File: config.mk
export PLATFORM = sky130hd
export DESIGN_NAME = rv_decode_issue
export DESIGN_NICKNAME = d
export VERILOG_FILES = /design/src/rtl/rv_decode_issue.sv
export SDC_FILE = /design/constraint.sdc
export NUM_CORES = 1
export LEC_CHECK = 0
export CAP_MARGIN = 15
export CORE_AREA = 5 5 80 82
export DETAILED_ROUTE_END_ITERATION = 12
export DIE_AREA = 0 0 85 87
export DONT_BUFFER_PORTS = 1
export HOLD_SLACK_MARGIN = 0.1
export PLACE_DENSITY = 0.68
export SYNTH_ARGS = -nofsm -noshare
export SYNTH_HDL_FRONTEND = slang
export SYNTH_SLANG_ARGS = --single-unit
File: constraint.sdc
create_clock -name clk -period 2.1 [get_ports clk]
set_input_delay 0.315 -clock clk [delete_from_list [all_inputs] [get_ports clk]]
set_output_delay 0.315 -clock clk [all_outputs]
set_load 0.03 [all_outputs]
File: src/rtl/rv_decode_issue.sv
// RV32I decode/issue stage: decodes OP, OP-IMM and BRANCH into a registered EX bundle.
// Optional busy-register scoreboard (RAW/WAW stall until writeback) under `DECODE_SCOREBOARD_EN.
module rv_decode_issue (
  input  logic        clk,
  input  logic        reset,
  input  logic        inst_valid_i,
  output logic        inst_ready_o,
  input  logic [31:0] inst_i,
  input  logic [31:0] pc_i,
  input  logic        flush_i,
  output logic        ex_valid_o,
  input  logic        ex_ready_i,
  output logic [3:0]  ex_alu_op_o,
  output logic [4:0]  ex_rs1_o,
  output logic [4:0]  ex_rs2_o,
  output logic [4:0]  ex_rd_o,
  output logic [31:0] ex_imm_o,
  output logic        ex_use_imm_o,
  output logic        ex_wen_o,
  output logic        ex_branch_o,
  output logic        ex_illegal_o,
  output logic [31:0] ex_pc_o,
  input  logic        wb_valid_i,
  input  logic [4:0]  wb_rd_i
);
  localparam logic [6:0] OPC_OP     = 7'b0110011;
  localparam logic [6:0] OPC_OP_IMM = 7'b0010011;
  localparam logic [6:0] OPC_BRANCH = 7'b1100011;

  typedef struct packed {
    logic [3:0]  alu_op;
    logic [4:0]  rs1;
    logic [4:0]  rs2;
    logic [4:0]  rd;
    logic [31:0] imm;
    logic        use_imm;
    logic        wen;
    logic        branch;
    logic        illegal;
    logic [31:0] pc;
  } bundle_t;

  bundle_t    dec, bundle_q, bundle_d;
  logic       ex_valid_q, ex_valid_d;
  logic       uses_rs1, uses_rs2, hazard, accept;
  logic [2:0] funct3;
  logic [6:0] funct7;

  assign funct3 = inst_i[14:12];
  assign funct7 = inst_i[31:25];

  always_comb begin
    dec         = '0;
    dec.rs1     = inst_i[19:15];
    dec.rs2     = inst_i[24:20];
    dec.rd      = inst_i[11:7];
    dec.pc      = pc_i;
    dec.illegal = 1'b1;
    uses_rs1    = 1'b0;
    uses_rs2    = 1'b0;
    case (inst_i[6:0])
      OPC_OP: begin
        if (funct7 == 7'h00 || (funct7 == 7'h20 && (funct3 == 3'b000 || funct3 == 3'b101))) begin
          dec.illegal = 1'b0;
          dec.alu_op  = {funct7[5], funct3};
          dec.wen     = 1'b1;
          uses_rs1    = 1'b1;
          uses_rs2    = 1'b1;
        end
      end
      OPC_OP_IMM: begin
        if ((funct3 == 3'b001 && funct7 == 7'h00) ||
            (funct3 == 3'b101 && (funct7 == 7'h00 || funct7 == 7'h20)) ||
            (funct3 != 3'b001 && funct3 != 3'b101)) begin
          dec.illegal = 1'b0;
          dec.alu_op  = (funct3 == 3'b101 && funct7 == 7'h20) ? 4'b1101 : {1'b0, funct3};
          dec.imm     = (funct3 == 3'b001 || funct3 == 3'b101) ? {27'b0, inst_i[24:20]}
                                                             : {{20{inst_i[31]}}, inst_i[31:20]};
          dec.use_imm = 1'b1;
          dec.wen     = 1'b1;
          uses_rs1    = 1'b1;
        end
      end
      OPC_BRANCH: begin
        dec.illegal = 1'b0;
        case (funct3)
          3'b000:  dec.alu_op = 4'b1001;
          3'b001:  dec.alu_op = 4'b1010;
          3'b100:  dec.alu_op = 4'b0010;
          3'b101:  dec.alu_op = 4'b1100;
          3'b110:  dec.alu_op = 4'b0011;
          3'b111:  dec.alu_op = 4'b1011;
          default: dec.illegal = 1'b1;
        endcase
        if (!dec.illegal) begin
          dec.branch = 1'b1;
          dec.imm    = {{20{inst_i[31]}}, inst_i[7], inst_i[30:25], inst_i[11:8], 1'b0};
          uses_rs1   = 1'b1;
          uses_rs2   = 1'b1;
        end
      end
      default: dec.illegal = 1'b1;
    endcase
    if (dec.rd == 5'd0) dec.wen = 1'b0;
  end

`ifdef DECODE_SCOREBOARD_EN
  logic [31:0] busy_q, busy_d, wb_clr, busy_eff;

  // Retiring registers are bypassed so a dependent instruction issues in the writeback cycle.
  always_comb begin
    wb_clr = '0;
    if (wb_valid_i) wb_clr[wb_rd_i] = 1'b1;
    busy_eff = busy_q & ~wb_clr;
    hazard   = (uses_rs1 & busy_eff[dec.rs1]) | (uses_rs2 & busy_eff[dec.rs2]) |
               (dec.wen & busy_eff[dec.rd]);
    busy_d   = busy_eff;
    if (flush_i && ex_valid_q && bundle_q.wen) busy_d[bundle_q.rd] = 1'b0;
    if (accept && dec.wen) busy_d[dec.rd] = 1'b1;
    busy_d[0] = 1'b0;
  end

  always_ff @(posedge clk) begin
    if (reset) busy_q <= '0;
    else       busy_q <= busy_d;
  end
`else
  logic unused_sb;
  assign unused_sb = ^{wb_valid_i, wb_rd_i, uses_rs1, uses_rs2};
  assign hazard    = 1'b0;
`endif

  // Handshakes: a transfer happens on a rising edge where valid && ready; valid never
  // depends on ready, and a held bundle stays stable until it is taken or flushed.
  assign inst_ready_o = !reset && !flush_i && (!ex_valid_q || ex_ready_i) && !hazard;
  assign accept       = inst_valid_i && inst_ready_o;

  always_comb begin
    bundle_d   = bundle_q;
    ex_valid_d = ex_valid_q;
    if (flush_i) begin
      ex_valid_d = 1'b0;
    end else if (accept) begin
      bundle_d   = dec;
      ex_valid_d = 1'b1;
    end else if (ex_ready_i) begin
      ex_valid_d = 1'b0;
    end
  end

  always_ff @(posedge clk) begin
    if (reset) begin
      bundle_q   <= '0;
      ex_valid_q <= 1'b0;
    end else begin
      bundle_q   <= bundle_d;
      ex_valid_q <= ex_valid_d;
    end
  end

  assign ex_valid_o   = ex_valid_q;
  assign ex_alu_op_o  = bundle_q.alu_op;
  assign ex_rs1_o     = bundle_q.rs1;
  assign ex_rs2_o     = bundle_q.rs2;
  assign ex_rd_o      = bundle_q.rd;
  assign ex_imm_o     = bundle_q.imm;
  assign ex_use_imm_o = bundle_q.use_imm;
  assign ex_wen_o     = bundle_q.wen;
  assign ex_branch_o  = bundle_q.branch;
  assign ex_illegal_o = bundle_q.illegal;
  assign ex_pc_o      = bundle_q.pc;
endmodule

==> results.sh, run 1 <==
export IMPL_powerDensity_nw_per_um2=784.0
export IMPL_final_util=0.5919
export IMPL_synth_main_ff_cell="dfxtp_1"
export IMPL_crit_chain="nor2b_1 -> nor3_2 -> buf_12 -> nand2_1 -> a21oi_1 -> dlygate4sd3_1"
export IMPL_io_pins=164
export IMPL_regArea_um2=1386
export IMPL_dp_hpwl_um=4976
export IMPL_synthTopCellsByArea="dfxtp_1 47%, nand2_1 14%, a21oi_1 11%"
export IMPL_status="finished clean"
export IMPL_io_buffers=0
export IMPL_relSlewSlack=0.5573
export IMPL_cts_sinks=69
export IMPL_maxSlewViolCount=0
export IMPL_cts_max_level=3
export IMPL_clockBufferDepth=2
export IMPL_dp_cells=415
export IMPL_diodes=0
export IMPL_synth_area_leader_cell="dfxtp_1"
export IMPL_cts_tree="yes"
export IMPL_start_util=0.5203
export IMPL_synth_cells=375
export IMPL_hold_viol=0
export IMPL_yosys_warnings=0
export IMPL_root_buffer="clkbuf_8"
export IMPL_gp_congestion=0.8175
export IMPL_design_die_area_um2=7395
export IMPL_yosysMostFrequentCell="nand2_1"
export IMPL_ys_seq_elements=69
export IMPL_synth_edf_count=0
export IMPL_cp_max_fo=52
export IMPL_synth_nets=450
export IMPL_die_w_um=85
export IMPL_synthAdderAreaFrac=0
export IMPL_yosys_area_top_type_share=0.4678
export IMPL_synth_mux_area_frac=0
export IMPL_worstPathRequired_ps=2370
export IMPL_wl_per_cell_um=16.74
export IMPL_rsz0062_at_grt="false"
export IMPL_multiInputGateArea_um2=1326
export IMPL_numCtsBuffers=9
export IMPL_syn_area_um2=2953
export IMPL_avgSynthCellArea_um2=7.874
export IMPL_clk_pin_slew_ps=70
export IMPL_chipHeight_um=87
export IMPL_clk_latency_ps=320
export IMPL_cp_slowest_cell="dlygate4sd3_1"
export IMPL_vias=2521
export IMPL_finalCritPeriodShare=0.8961
export IMPL_grt_antenna_before_repair=0
export IMPL_crit_type="flop to flop"
export IMPL_fin_nets=448
export IMPL_area_growth_synth_to_final_pct=13.77
export IMPL_wl_um=7567
export IMPL_grt_max_degree=73
export IMPL_worst_pin_slew_ps=664.1
export IMPL_stdcell_count=452
export IMPL_min_period_ps=1882
export IMPL_netlist_top_cells_count="114 x nand2_1, 69 x dfxtp_1, 63 x a21oi_1"
export IMPL_gr_usage_all_layers=0.2020
export IMPL_routed_via_density=5.577
export IMPL_ys_seq_area_frac=0.4678
export IMPL_grt_first_pass_wirelength_um=11930
export IMPL_row_count=28
export IMPL_synth_xor_xnor_area_share=0.005932
export IMPL_n_fill_cell=525
export IMPL_fmaxAchievable_mhz=531.4
export IMPL_drive_above_1_share=0.09284
export IMPL_hp_class="input pin to flop"
export IMPL_synth_compound_area_frac=0.1953
export IMPL_ir_drop_mv=0.4563
export IMPL_skew_ps=3.867
export IMPL_grt_pass1_vias=2384
export IMPL_drtIter0Drc=138
export IMPL_fp_coreArea_um2=5675
export IMPL_cts_setup_buffers=0
export IMPL_endpoint_kind="flop"
export IMPL_grt_ovfl_total=0
export IMPL_synthArstFlopShare=0
export IMPL_worst_ep_arrival_time_ps=2150
export IMPL_synth_cell_types=36
export IMPL_drt_pass1_iterations=4
export IMPL_setup_viol=0
export IMPL_ant_nets=0
export IMPL_start_kind="flop"
export IMPL_post_route_drc_count=0
export IMPL_slowest_delay_ps=560
export IMPL_setup_tns_ps=0
export IMPL_cap_violations=0
export IMPL_synthSimpleGateAreaFrac=0.2445
export IMPL_synth_top_family_by_area="simple AND/OR/NAND/NOR gates"
export IMPL_power_leakage_uw=0.001085
[where the power goes]
part           internal [uW]  switching (uW)  total, uW
Combinational           81.2             103        184
Sequential              1340            87.3       1430
Clock                    541             482       1020
Total                   1960             672       2630
[kinds of logic (layout without fill, tap and decap cells)]
group,after synthesis,after routing
and+or+nand+nor,161,161
AOI/OAI and AO/OA,95,95
buffers and inverters,48,50
xor gates and xnor gates,2,2
DFF,69,69
[layer usage]
metal | GRT usage | vias up | share of wire
li1 | - | 1258 | -
met1 | 0.2568 | 1141 | 0.40
met2 | 0.2959 | 106 | 0.46
met3 | 0.07758 | 16 | 0.11
met4 | 0.1079 | 0 | 0.025
met5 | 0 | - | 0
[state kept, by name, indices dropped and copies added, names as in the netlist]
register	count
ex_pc_o	32
ex_imm_o	13
ex_rd_o	5
ex_rs1_o	5
ex_rs2_o	5
ex_alu_op_o	4
ex_branch_o	1
ex_illegal_o	1
ex_use_imm_o	1
ex_valid_o	1
ex_wen_o	1
[worst paths after layout]
path | endpoint | slack, ps | cells after the start | from
setup reg to reg | ex_pc_o[2] | 220 | 6 | ex_valid_o
hold reg to reg | ex_imm_o[6] | 600 | 2 | ex_imm_o[6]
setup / recovery | ex_pc_o[2] | 220 | 6 | ex_valid_o
hold / removal | ex_rs2_o[3] | 120 | 2 | inst_i[23]
[through the flow]
stage | area [um2] | worst slack [ps] | hold WS, ps | power (uW)
final | 3359 | 218.1 | 118.5 | 2634
after detailed placement | 2933 | 233.7 | 389.1 | 1586
after global placement | 2933 | 264.6 | 386.2 | 1582
after CTS | 3358 | 140.3 | 100.2 | 2673
after floorplan | 2953 | 288.2 | 451.0 | 1574
after global routing | 3359 | 140.3 | 107.4 | 2754
[cell type report]
| cell class | count | share of cell area |
|---|---|---|
| flip-flops and latches | 69 | 0.4127 |
| inverters | 4 | 0.004469 |
| multi-input cells | 258 | 0.3948 |
| clock inverters | 6 | 0.01899 |
| repair buffers | 31 | 0.1043 |
| well taps | 75 | 0.02793 |
| clock buffers | 9 | 0.03687 |
[worst max-delay path, delay by kind of cell (launching register included)]
family                 cells  cell delay (ps)
AOI/OAI and AO/OA          1              110
buffers and inverters      2              810
DFF                        1              380
and+or+nand+nor            3              490
[cell usage in the layout (no fill, tap or decap), types with 2 or more instances in the layout]
cell type / n
clkinvlp_4: 2
clkbuf_8: 9
clkinv_2: 2
nand2_1: 114
nor4_1: 2
dfxtp_1: 67
o21ai_0: 3
nand3b_1: 4
xor2_1: 2
o211ai_1: 8
nor2_1: 5
inv_1: 3
nor2b_1: 6
o21ai_1: 2
buf_4: 6
nor3_1: 7
a22oi_1: 5
or4_1: 2
nor3_2: 2
buf_16: 2
buf_12: 2
dlygate4sd3_1: 21
a32oi_1: 2
a21oi_1: 63
a221oi_1: 7
nand2b_1: 4
nand3_1: 7
[repair_timing]
item                       4_1_cts  5_1_grt
setup endpoints to repair        0        1
hold endpoints to repair        63        0
hold buffers                    22        0
resized for setup                0        1
(Power assumes the default switching activity.)
==> run 2, diff against run 1 <==
--- a/config.mk
+++ b/config.mk
@@ -7,11 +7,13 @@
 export LEC_CHECK = 0
 export CAP_MARGIN = 15
 export CORE_AREA = 5 5 80 82
+export CTS_CLUSTER_DIAMETER = 30
 export DETAILED_ROUTE_END_ITERATION = 12
 export DIE_AREA = 0 0 85 87
 export DONT_BUFFER_PORTS = 1
 export HOLD_SLACK_MARGIN = 0.1
 export PLACE_DENSITY = 0.68
+export SLEW_MARGIN = 25
 export SYNTH_ARGS = -nofsm -noshare
 export SYNTH_HDL_FRONTEND = slang
 export SYNTH_SLANG_ARGS = --single-unit
==> results of run 2 <==
Final layout, timing and power as in run 1 (identical DEF).
==> run 3, diff against run 2 <==
--- a/config.mk
+++ b/config.mk
@@ -5,7 +5,7 @@
 export SDC_FILE = /design/constraint.sdc
 export NUM_CORES = 1
 export LEC_CHECK = 0
-export CAP_MARGIN = 15
+export CAP_MARGIN = 20
 export CORE_AREA = 5 5 80 82
 export CTS_CLUSTER_DIAMETER = 30
 export DETAILED_ROUTE_END_ITERATION = 12
==> results of run 3 <==
Final layout, timing and power as in run 1 (identical DEF).
